### src/rtl/uart_tx_param_if.sv
`default_nettype none
// ============================================================================
// Module : uart_tx_param_if
// Producer-side handshake and serial line of the parametrised UART transmitter.
// Rev    : 1.0
// ============================================================================
interface uart_tx_param_if #(
  parameter int DATA_W = 8
);
  logic              start;
  logic [DATA_W-1:0] data;
  logic              tx;
  logic              busy;
  logic              done;

  modport master (
    output start,
    output data,
    input  tx,
    input  busy,
    input  done
  );

  modport slave (
    input  start,
    input  data,
    output tx,
    output busy,
    output done
  );
endinterface
`default_nettype wire

### src/rtl/uart_tx_param.sv
`default_nettype none
// ============================================================================
// Module : uart_tx_param
// UART transmitter: start bit, LSB-first data, optional parity, 1-2 stop bits.
// Rev    : 1.0
// ============================================================================
module uart_tx_param #(
  parameter int DATA_W     = 8,
  parameter int CLK_DIV    = 16,
  parameter int PARITY_EN  = 0,
  parameter int PARITY_ODD = 0,
  parameter int STOP_BITS  = 1
) (
  input  logic           clk,
  input  logic           reset,
  uart_tx_param_if.slave bus
);

  localparam int TIMER_W = (CLK_DIV > 1) ? $clog2(CLK_DIV) : 1;
  localparam int CNT_W   = $clog2(DATA_W + 1);

  localparam logic [TIMER_W-1:0] TIMER_LAST = TIMER_W'(CLK_DIV - 1);
  localparam logic [CNT_W-1:0]   CNT_LAST   = CNT_W'(DATA_W - 1);
  localparam logic               STOP_LAST  = 1'(STOP_BITS - 1);
  localparam logic               ODD_BIT    = 1'(PARITY_ODD);

  generate
    if (DATA_W < 5 || DATA_W > 9 || CLK_DIV < 2 ||
        (PARITY_EN != 0 && PARITY_EN != 1) ||
        (PARITY_ODD != 0 && PARITY_ODD != 1) ||
        (STOP_BITS != 1 && STOP_BITS != 2)) begin : g_bad_param
      $error("uart_tx_param: unsupported parameter combination");
    end
  endgenerate

  typedef enum logic [2:0] {
    S_IDLE   = 3'd0,
    S_START  = 3'd1,
    S_DATA   = 3'd2,
    S_PARITY = 3'd3,
    S_STOP   = 3'd4
  } state_t;

  state_t              state, state_n;
  logic [TIMER_W-1:0]  timer, timer_n;
  logic [CNT_W-1:0]    bit_cnt, bit_cnt_n;
  logic [DATA_W-1:0]   shift, shift_n;
  logic                par, par_n;
  logic                stop_cnt, stop_cnt_n;
  logic                done_r, done_n;
  logic                bit_end;
  logic                tx_d;

  assign bit_end = (timer == TIMER_LAST);

  always_ff @(posedge clk) begin
    if (reset) begin
      state    <= S_IDLE;
      timer    <= '0;
      bit_cnt  <= '0;
      shift    <= '0;
      par      <= 1'b0;
      stop_cnt <= 1'b0;
      done_r   <= 1'b0;
    end else begin
      state    <= state_n;
      timer    <= timer_n;
      bit_cnt  <= bit_cnt_n;
      shift    <= shift_n;
      par      <= par_n;
      stop_cnt <= stop_cnt_n;
      done_r   <= done_n;
    end
  end

  always_comb begin
    state_n    = state;
    timer_n    = bit_end ? '0 : timer + TIMER_W'(1);
    bit_cnt_n  = bit_cnt;
    shift_n    = shift;
    par_n      = par;
    stop_cnt_n = stop_cnt;
    done_n     = 1'b0;
    case (state)
      S_IDLE: begin
        timer_n = '0;
        // Capture word and parity together so later data changes are harmless.
        if (bus.start) begin
          state_n    = S_START;
          shift_n    = bus.data;
          par_n      = (^bus.data) ^ ODD_BIT;
          bit_cnt_n  = '0;
          stop_cnt_n = 1'b0;
        end
      end
      S_START: begin
        if (bit_end) state_n = S_DATA;
      end
      S_DATA: begin
        if (bit_end) begin
          shift_n   = shift >> 1;
          bit_cnt_n = bit_cnt + CNT_W'(1);
          if (bit_cnt == CNT_LAST) begin
            state_n = (PARITY_EN != 0) ? S_PARITY : S_STOP;
          end
        end
      end
      S_PARITY: begin
        if (bit_end) state_n = S_STOP;
      end
      S_STOP: begin
        if (bit_end) begin
          if (stop_cnt == STOP_LAST) begin
            state_n = S_IDLE;
            done_n  = 1'b1;
          end else begin
            stop_cnt_n = stop_cnt + 1'b1;
          end
        end
      end
      default: begin
        state_n = S_IDLE;
      end
    endcase
  end

  always_comb begin
    tx_d = 1'b1;
    case (state)
      S_START:  tx_d = 1'b0;
      S_DATA:   tx_d = shift[0];
      S_PARITY: tx_d = par;
      default:  tx_d = 1'b1;
    endcase
  end

  assign bus.tx   = tx_d;
  assign bus.busy = (state != S_IDLE);
  assign bus.done = done_r;

endmodule
`default_nettype wire

### src/flat_wrapper.sv
// flat-port wrapper written by rule: the top's interface ports become plain ports
module uart_tx_param_flat 
#(
  parameter int DATA_W     = 8,
  parameter int CLK_DIV    = 16,
  parameter int PARITY_EN  = 0,
  parameter int PARITY_ODD = 0,
  parameter int STOP_BITS  = 1
)
  (clk, reset, bus_start, bus_data, bus_tx, bus_busy, bus_done);
  uart_tx_param_if #(.DATA_W(DATA_W)) bus_i ();
  input  logic clk;
  input  logic reset;
  input wire logic [$bits(bus_i.start)-1:0] bus_start;
  input wire logic [$bits(bus_i.data)-1:0] bus_data;
  output wire logic [$bits(bus_i.tx)-1:0] bus_tx;
  output wire logic [$bits(bus_i.busy)-1:0] bus_busy;
  output wire logic [$bits(bus_i.done)-1:0] bus_done;
  assign bus_i.start = bus_start;
  assign bus_i.data = bus_data;
  assign bus_tx = bus_i.tx;
  assign bus_busy = bus_i.busy;
  assign bus_done = bus_i.done;
  uart_tx_param #(.DATA_W(DATA_W), .CLK_DIV(CLK_DIV), .PARITY_EN(PARITY_EN), .PARITY_ODD(PARITY_ODD), .STOP_BITS(STOP_BITS)) u_core (.clk(clk), .reset(reset), .bus(bus_i));
endmodule
### config.mk
export PLATFORM = sky130hd
export DESIGN_NAME = uart_tx_param_flat
export DESIGN_NICKNAME = d
export VERILOG_FILES = /design/src/rtl/uart_tx_param_if.sv /design/src/rtl/uart_tx_param.sv /design/src/flat_wrapper.sv
export SDC_FILE = /design/constraint.sdc
export NUM_CORES = 1
export LEC_CHECK = 0
export CORE_MARGIN = 5
export CORE_UTILIZATION = 35
export DETAILED_ROUTE_END_ITERATION = 10
export GPL_TIMING_DRIVEN = 0
export SETUP_SLACK_MARGIN = 0.4
export SLEW_MARGIN = 20
export SYNTH_ARGS = -nofsm -noshare
export SYNTH_HDL_FRONTEND = slang
export SYNTH_SLANG_ARGS = --single-unit
### constraint.sdc
create_clock -name clk -period 2 [get_ports clk]
set_input_delay 0.3 -clock clk [delete_from_list [all_inputs] [get_ports clk]]
set_output_delay 0.3 -clock clk [all_outputs]
set_load 0.02 [all_outputs]
==> results.py, run 1 <==
metrics = {
    "status": {
        "status": "finished clean",
    },
    "worst_setup_path": {
        "cp_max_fo": 5,
        "crit_type": "register to output pin",
        "setup.worst_path.start_class": "register",
        "worstReg2RegStart": "u_core.state[2]",
        "worst_setup_path_end_kind": "output pin",
        "reg2reg_slack_ns": 0.45,
        "cp.arrival_ns": 1.29,
        "crit_required_ns": 1.70,
        "r2r_cells": 6,
        "r2r_end": "u_core.bit_cnt[3]",
    },
    "final_layout": {
        "fin_cells": 179,
        "finalNetCount": 149,
        "drive_gt1_share_pct": 27.4,
        "synthToLayoutAreaGrowth_pct": 32.8,
        "fillers": 296,
        "multi_input_area_um2": 668,
        "n_antenna_cell": 0,
        "seqCellArea_um2": 425,
    },
    "logic_synthesis": {
        "synthesis.nets": 125,
        "ys_seq_area_share_pct": 38.6,
        "ys_ff_latch": 21,
        "syn_avg_cell_area_um2": 9.73,
        "async_flop_share_pct": 0,
        "syn_inst": 112,
        "syn_area_mm2": 0.00109,
        "synth_edf_count": 0,
        "ys.warnings.count": 0,
        "synth_cell_types": 36,
        "synth-main-ff-cell": "dfxtp_1",
    },
    "floorplan": {
        "fp.dieH_um": 65.8,
        "pin_count": 14,
        "dieArea_mm2": 0.00433,
        "die_w_um": 65.8,
        "row_count": 20,
        "initial_core_util_pct": 36.0,
        "core_area_mm2": 0.00303,
    },
    "timing": {
        "final-hold-violation-count": 0,
        "fin_crit_sh_pct": 79.5,
        "max_slew_margin_pct": 64.4,
        "setup_viol": 0,
        "tns_ns": 0,
        "clock_skew_ns": 0.00217,
        "worst_slack_ns": 0.410,
        "finalMaxSlewViolations": 0,
        "layout_min_cycle_time_ns": 1.59,
        "worstMarginPinSlew_ns": 0.534,
        "rsz0062_at_grt": "true",
        "max_freq_mhz": 629,
    },
    "pwr": {
        "cellPowerDensity_mw_per_mm2": 1150,
        "p_total_w": 0.00166,
        "vdd_drop_max_v": 0.000482,
        "leakage_nw": 0.590,
    },
    "global_route": {
        "grt_usage_pct": 11.6,
        "antenna_found_initial": 0,
        "grt_pass1_vias": 917,
        "gr-max-usage-layer": "met2",
        "gr-usage-met1_pct": 14.0,
        "overflow": 0,
        "grt_max_degree": 13,
        "grt_util_met3_pct": 2.04,
        "grt_util_met2_pct": 19.8,
        "grt_pass1_wl_mm": 3.95,
    },
    "hold_path": {
        "min_from": "reset",
        "min_to": "u_core.shift[0]",
        "holdCritPathClass": "input pin to register",
        "holdPathStages": 2,
    },
    "place": {
        "dp_cells": 168,
        "port_buffers": 12,
        "gp_congestion": 0.756,
        "dp_slack_ns": 0.0913,
        "dpl.hpwl_mm": 1.62,
    },
    "detailed_routing": {
        "wl_mm": 2.25,
        "antenna_left": 0,
        "vias_per_cell": 4.91,
        "num_vias": 879,
        "drt_iter0_drc": 44,
        "drc": 0,
        "dr.pass1.iters": 4,
        "avgRoutedWirePerCell_um": 12.6,
    },
    "clock_tree": {
        "numCtsBuffers": 3,
        "htreeDepth": 1,
        "cts_tree": "yes",
        "cts.path.max_buffers": 2,
        "clk_latency_ns": 0.30,
        "clkSlewWorstSetupHoldPaths_ns": 0.12,
        "cts_root_buffer": "clkbuf_4",
        "cts_sinks": 21,
    },
    "job": {
        "max_cap_viol_count": 0,
    },
}
[registers in the layout, indices dropped and copies added (netlist names)]
signal / flops
u_core.shift: 8
u_core.bit_cnt: 4
u_core.par: 1
u_core.timer: 4
u_core.bus.done: 1
u_core.state: 3
[metal layers]
metal | vias up | wire (µm) | share of wire, %
li1 | 445 | - | -
met1 | 409 | 1030 | 46
met2 | 20 | 1080 | 48
met3 | 5 | 98 | 4.4
met4 | 0 | 41 | 1.8
met5 | - | 0 | 0
[worst max-delay path: stages, from the launching register on]
cell and delay, ns:
dfxtp_4 0.38, buf_8 0.13, nand2_4 0.05, a22oi_2 0.06
or2_4 0.23, buf_6 0.13
[synthesized netlist by cell type (2+ instances only)]
master / number / share of area (%)
a21oi_1: 6 / 2.8
nand3_1: 3 / 1.4
nand3b_1: 3 / 2.1
clkbuf_1: 2 / 0.69
ha_1: 2 / 2.3
nor3_1: 2 / 0.92
dfxtp_1: 21 / 39
buf_6: 3 / 3.1
xnor2_1: 8 / 6.4
nor2_1: 17 / 5.9
a211oi_1: 9 / 6.2
nand2b_1: 3 / 1.7
mux2i_1: 7 / 6.4
a22oi_1: 3 / 2.1
nand2_1: 2 / 0.69
[power by group]
part	internal (W)	switching (W)
sequential	0.000512	0.0000599
clock	0.0000746	0.000132
combinational	0.000468	0.000419
total	0.00105	0.000611
[cells by family after synthesis]
logic type / count (synthesis) / synth area share, %
multiplexers: 7 / 6.43
adder cells (fa/ha/maj): 2 / 2.30
flip-flops: 21 / 38.6
XOR/XNOR: 9 / 7.23
buffers and inverters: 9 / 5.62
AO/OA/AOI/OAI: 24 / 17.1
AND/OR/NAND/NOR: 40 / 22.7
[cells in the final DEF (no fill, tap or decap), drive strengths merged, types with 3 or more instances in the layout]
cell type       n
clkdlybuf4s50  10
xnor2           8
a211oi          9
buf            13
nand2b          3
nand3           4
mux2i           7
nor3            3
a21oi           6
clkbuf          6
dfxtp          21
a22oi           3
nand3b          3
nor2           18
[worst max-delay path by stage]
| stage | slack (ns) | cells after the start | from | end |
|---|---|---|---|---|
| CTS | 0.39 | 5 | u_core.state[1] | bus_tx |
| floorplan | 0.50 | 6 | u_core.state[2] | u_core.bit_cnt[3] |
| global placement | 0.19 | 6 | bus_start | u_core.shift[5] |
| global route | 0.35 | 5 | u_core.state[0] | bus_tx |
| finish | 0.41 | 5 | u_core.state[1] | bus_tx |
| detailed placement | 0.09 | 6 | bus_start | u_core.shift[5] |
[layout make-up]
| cell class | count | area share (%) |
|---|---|---|
| clock buffer | 3 | 1.56 |
| timing repair buffer | 19 | 13.6 |
| buffer | 7 | 4.67 |
| clock inverter | 1 | 0.346 |
| inverter | 2 | 0.519 |
| sequential | 21 | 29.4 |
| multi-input combinational | 82 | 46.2 |
| tap | 44 | 3.80 |
[stage by stage]
step	cell area, µm²	utilization, %	hold slack (ns)
after floorplan	1090	-	0.418
after global placement	1260	41.8	0.432
after detailed placement	1260	41.8	0.441
after CTS	1350	44.5	0.450
after global routing	1450	47.8	0.493
final	1450	47.8	0.441
[repair_timing]
action                                  4_1_cts  5_1_grt
gates resized for setup                      16       13
buffers inserted                              3        2
pin swaps                                     2        6
hold buffers                                  0        0
endpoints found under the setup margin        5       13
hold endpoints to repair                      0        0
cloned                                        1        1
Note: power is estimated with default switching activity, not from simulation.
==> run 2: changes to the inputs <==
clock period = 1.5 ns   (was 2 ns; I/O delays follow)
==> run 2 against run 1 <==
The flow now finishes with violations (negative setup slack). Global-route usage rose by 0.71 points. Non-clock buffer count stayed put. Sequential cell count is the same. First-iteration DRC count grew 25%. Final cell count is the same. Core utilization up 3.1 points. Critical path depth did not move. Die area did not move. Critical endpoint unchanged.
==> results.py, run 2 (synthesized netlist as in run 1, its figures left out) <==
metrics = {
    "detailed_routing": {
        "wl_mm": 2.38,
        "drc": 0,
        "dr.pass1.iters": 4,
        "drt_iter0_drc": 55,
        "avgRoutedWirePerCell_um": 13.3,
        "vias_per_cell": 4.93,
        "num_vias": 883,
        "antenna_left": 0,
    },
    "worst_setup_path": {
        "cp.arrival_ns": 1.29,
        "r2r_cells": 6,
        "crit_type": "register to output pin",
        "cpLargestDelayFamily": "flip-flops",
        "critPathBufInv": 2,
        "cp_slowest_cell": "dfxtp_2",
        "slowest_delay_ns": 0.35,
        "setup.worst_path.start_class": "register",
        "worstPathCellList": "buf_8, nor2_4, a22oi_2, or2_4, buf_6",
        "cp_max_fo": 5,
        "r2r_end": "u_core.bit_cnt[3]",
        "crit_required_ns": 1.27,
        "reg2reg_slack_ns": -0.02,
        "worstReg2RegStart": "u_core.state[0]",
        "worst_setup_path_end_kind": "output pin",
    },
    "hold_path": {
        "min_from": "reset",
        "holdCritPathClass": "input pin to register",
        "min_to": "u_core.shift[2]",
        "holdPathStages": 2,
    },
    "final_layout": {
        "design_area_mm2": 0.00154,
        "finalNetCount": 149,
        "n_antenna_cell": 0,
        "synthToLayoutAreaGrowth_pct": 41.6,
        "fillers": 292,
        "fin_cells": 179,
        "layout_common_cells": "dfxtp_1, nor2_1, clkdlybuf4s50_1",
        "final_common_cell": "dfxtp_1",
        "multi_input_area_um2": 752,
        "seqCellArea_um2": 425,
        "largest_reg_flops": 8,
        "drive_gt1_share_pct": 43.0,
        "top_regs": "u_core.shift: 8 flops, u_core.bit_cnt: 4 flops, u_core.timer: 4 flops",
        "regMostFlops": "u_core.shift",
    },
    "global_route": {
        "overflow": 0,
        "antenna_found_initial": 0,
        "grt_pass1_wl_mm": 4.13,
        "grt_max_degree": 13,
        "grt_usage_pct": 12.3,
        "grt_pass1_vias": 916,
    },
    "floorplan": {
        "dieArea_mm2": 0.00433,
        "initial_core_util_pct": 36.0,
        "row_count": 20,
        "pin_count": 14,
        "die_w_um": 65.8,
        "fp.dieH_um": 65.8,
        "core_area_mm2": 0.00303,
    },
    "clock_tree": {
        "cts.path.max_buffers": 2,
        "cts_tree": "yes",
        "htreeDepth": 1,
        "clkSlewWorstSetupHoldPaths_ns": 0.12,
        "cts_sinks": 21,
        "clk_latency_ns": 0.31,
        "numCtsBuffers": 3,
        "cts_root_buffer": "clkbuf_4",
    },
    "timing": {
        "finalMaxSlewViolations": 0,
        "fin_crit_sh_pct": 101,
        "final-hold-violation-count": 0,
        "worstMarginPinSlew_ns": 0.568,
        "worst_slack_ns": -0.0177,
        "max_slew_margin_pct": 62.2,
        "setup_viol": 3,
        "max_freq_mhz": 659,
        "layout_min_cycle_time_ns": 1.52,
        "tns_ns": -0.0426,
        "rsz0062_at_grt": "true",
        "clock_skew_ns": 0.00139,
    },
    "place": {
        "port_buffers": 12,
        "dpl_cell_area_mm2": 0.00129,
        "dpl.hpwl_mm": 1.62,
        "dp_cells": 168,
        "gp_congestion": 0.735,
    },
    "pwr": {
        "vdd_drop_max_v": 0.000542,
        "cellPowerDensity_mw_per_mm2": 1560,
        "leakage_nw": 0.574,
    },
    "status": {
        "violations": "negative setup slack",
        "status": "finished, violations left",
    },
    "job": {
        "max_cap_viol_count": 0,
    },
}
[run 2: changes by cell type in the layout (fill, tap and decap cells not counted), sizes merged]
cell,before,now
buf,13,14
bufbuf,0,1
clkbuf,6,5
clkdlybuf4s50,10,9
[run 2: timing repair]
action,CTS,global route
endpoints found under the setup margin,23,22
setup buffers,4,2
hold buffers,0,0
pin swaps,5,5
cloned,1,0
resized for setup,25,28
[run 2: metrics by stage]
stage,setup WS [ns],total power [W],utilization [%],hold WS (ns)
5_1_grt,-0.0868,0.00258,51.0,0.427
6_report,-0.0177,0.00241,51.0,0.404
3_5_place_dp,-0.303,0.00170,42.7,0.444
4_1_cts,-0.0260,0.00221,46.9,0.379
2_1_floorplan,0.101,0.00147,-,0.386
3_3_place_gp,-0.217,0.00168,42.7,0.434
[run 2: layout make-up]
| cell class | instances | share of cell area, % |
|---|---|---|
| multi-input combinational | 82 | 48.7 |
| clock inverter | 1 | 0.324 |
| inverter | 2 | 0.487 |
| buffer | 7 | 4.95 |
| clock buffer | 3 | 1.46 |
| tap | 44 | 3.57 |
| sequential | 21 | 27.6 |
| timing repair buffer | 19 | 12.9 |
[run 2: worst max path at each step]
stage	from	end	slack, ns	cells past startpoint
final	u_core.state[0]	bus_tx	-0.02	5
after global placement	bus_start	u_core.shift[5]	-0.22	6
after floorplan	u_core.state[0]	u_core.bit_cnt[3]	0.10	6
after global routing	u_core.state[0]	bus_busy	-0.09	4
after CTS	u_core.state[0]	u_core.bit_cnt[3]	-0.03	6
after detailed placement	bus_start	u_core.shift[5]	-0.30	6
[run 2: layer usage]
metal / part of all wire (%) / wire, µm / global-route usage, %
met5: 0 / 0 / 0
met4: 1.3 / 32 / 6.99
met3: 3.4 / 81 / 2.55
met2: 47 / 1130 / 20.0
met1: 48 / 1140 / 15.0
[run 2: where the power goes]
part           total, W  switching (W)  internal [W]
registers      0.000763      0.0000816      0.000682
clock network  0.000284       0.000185     0.0000997
logic           0.00137       0.000631      0.000735
total           0.00241       0.000897       0.00152
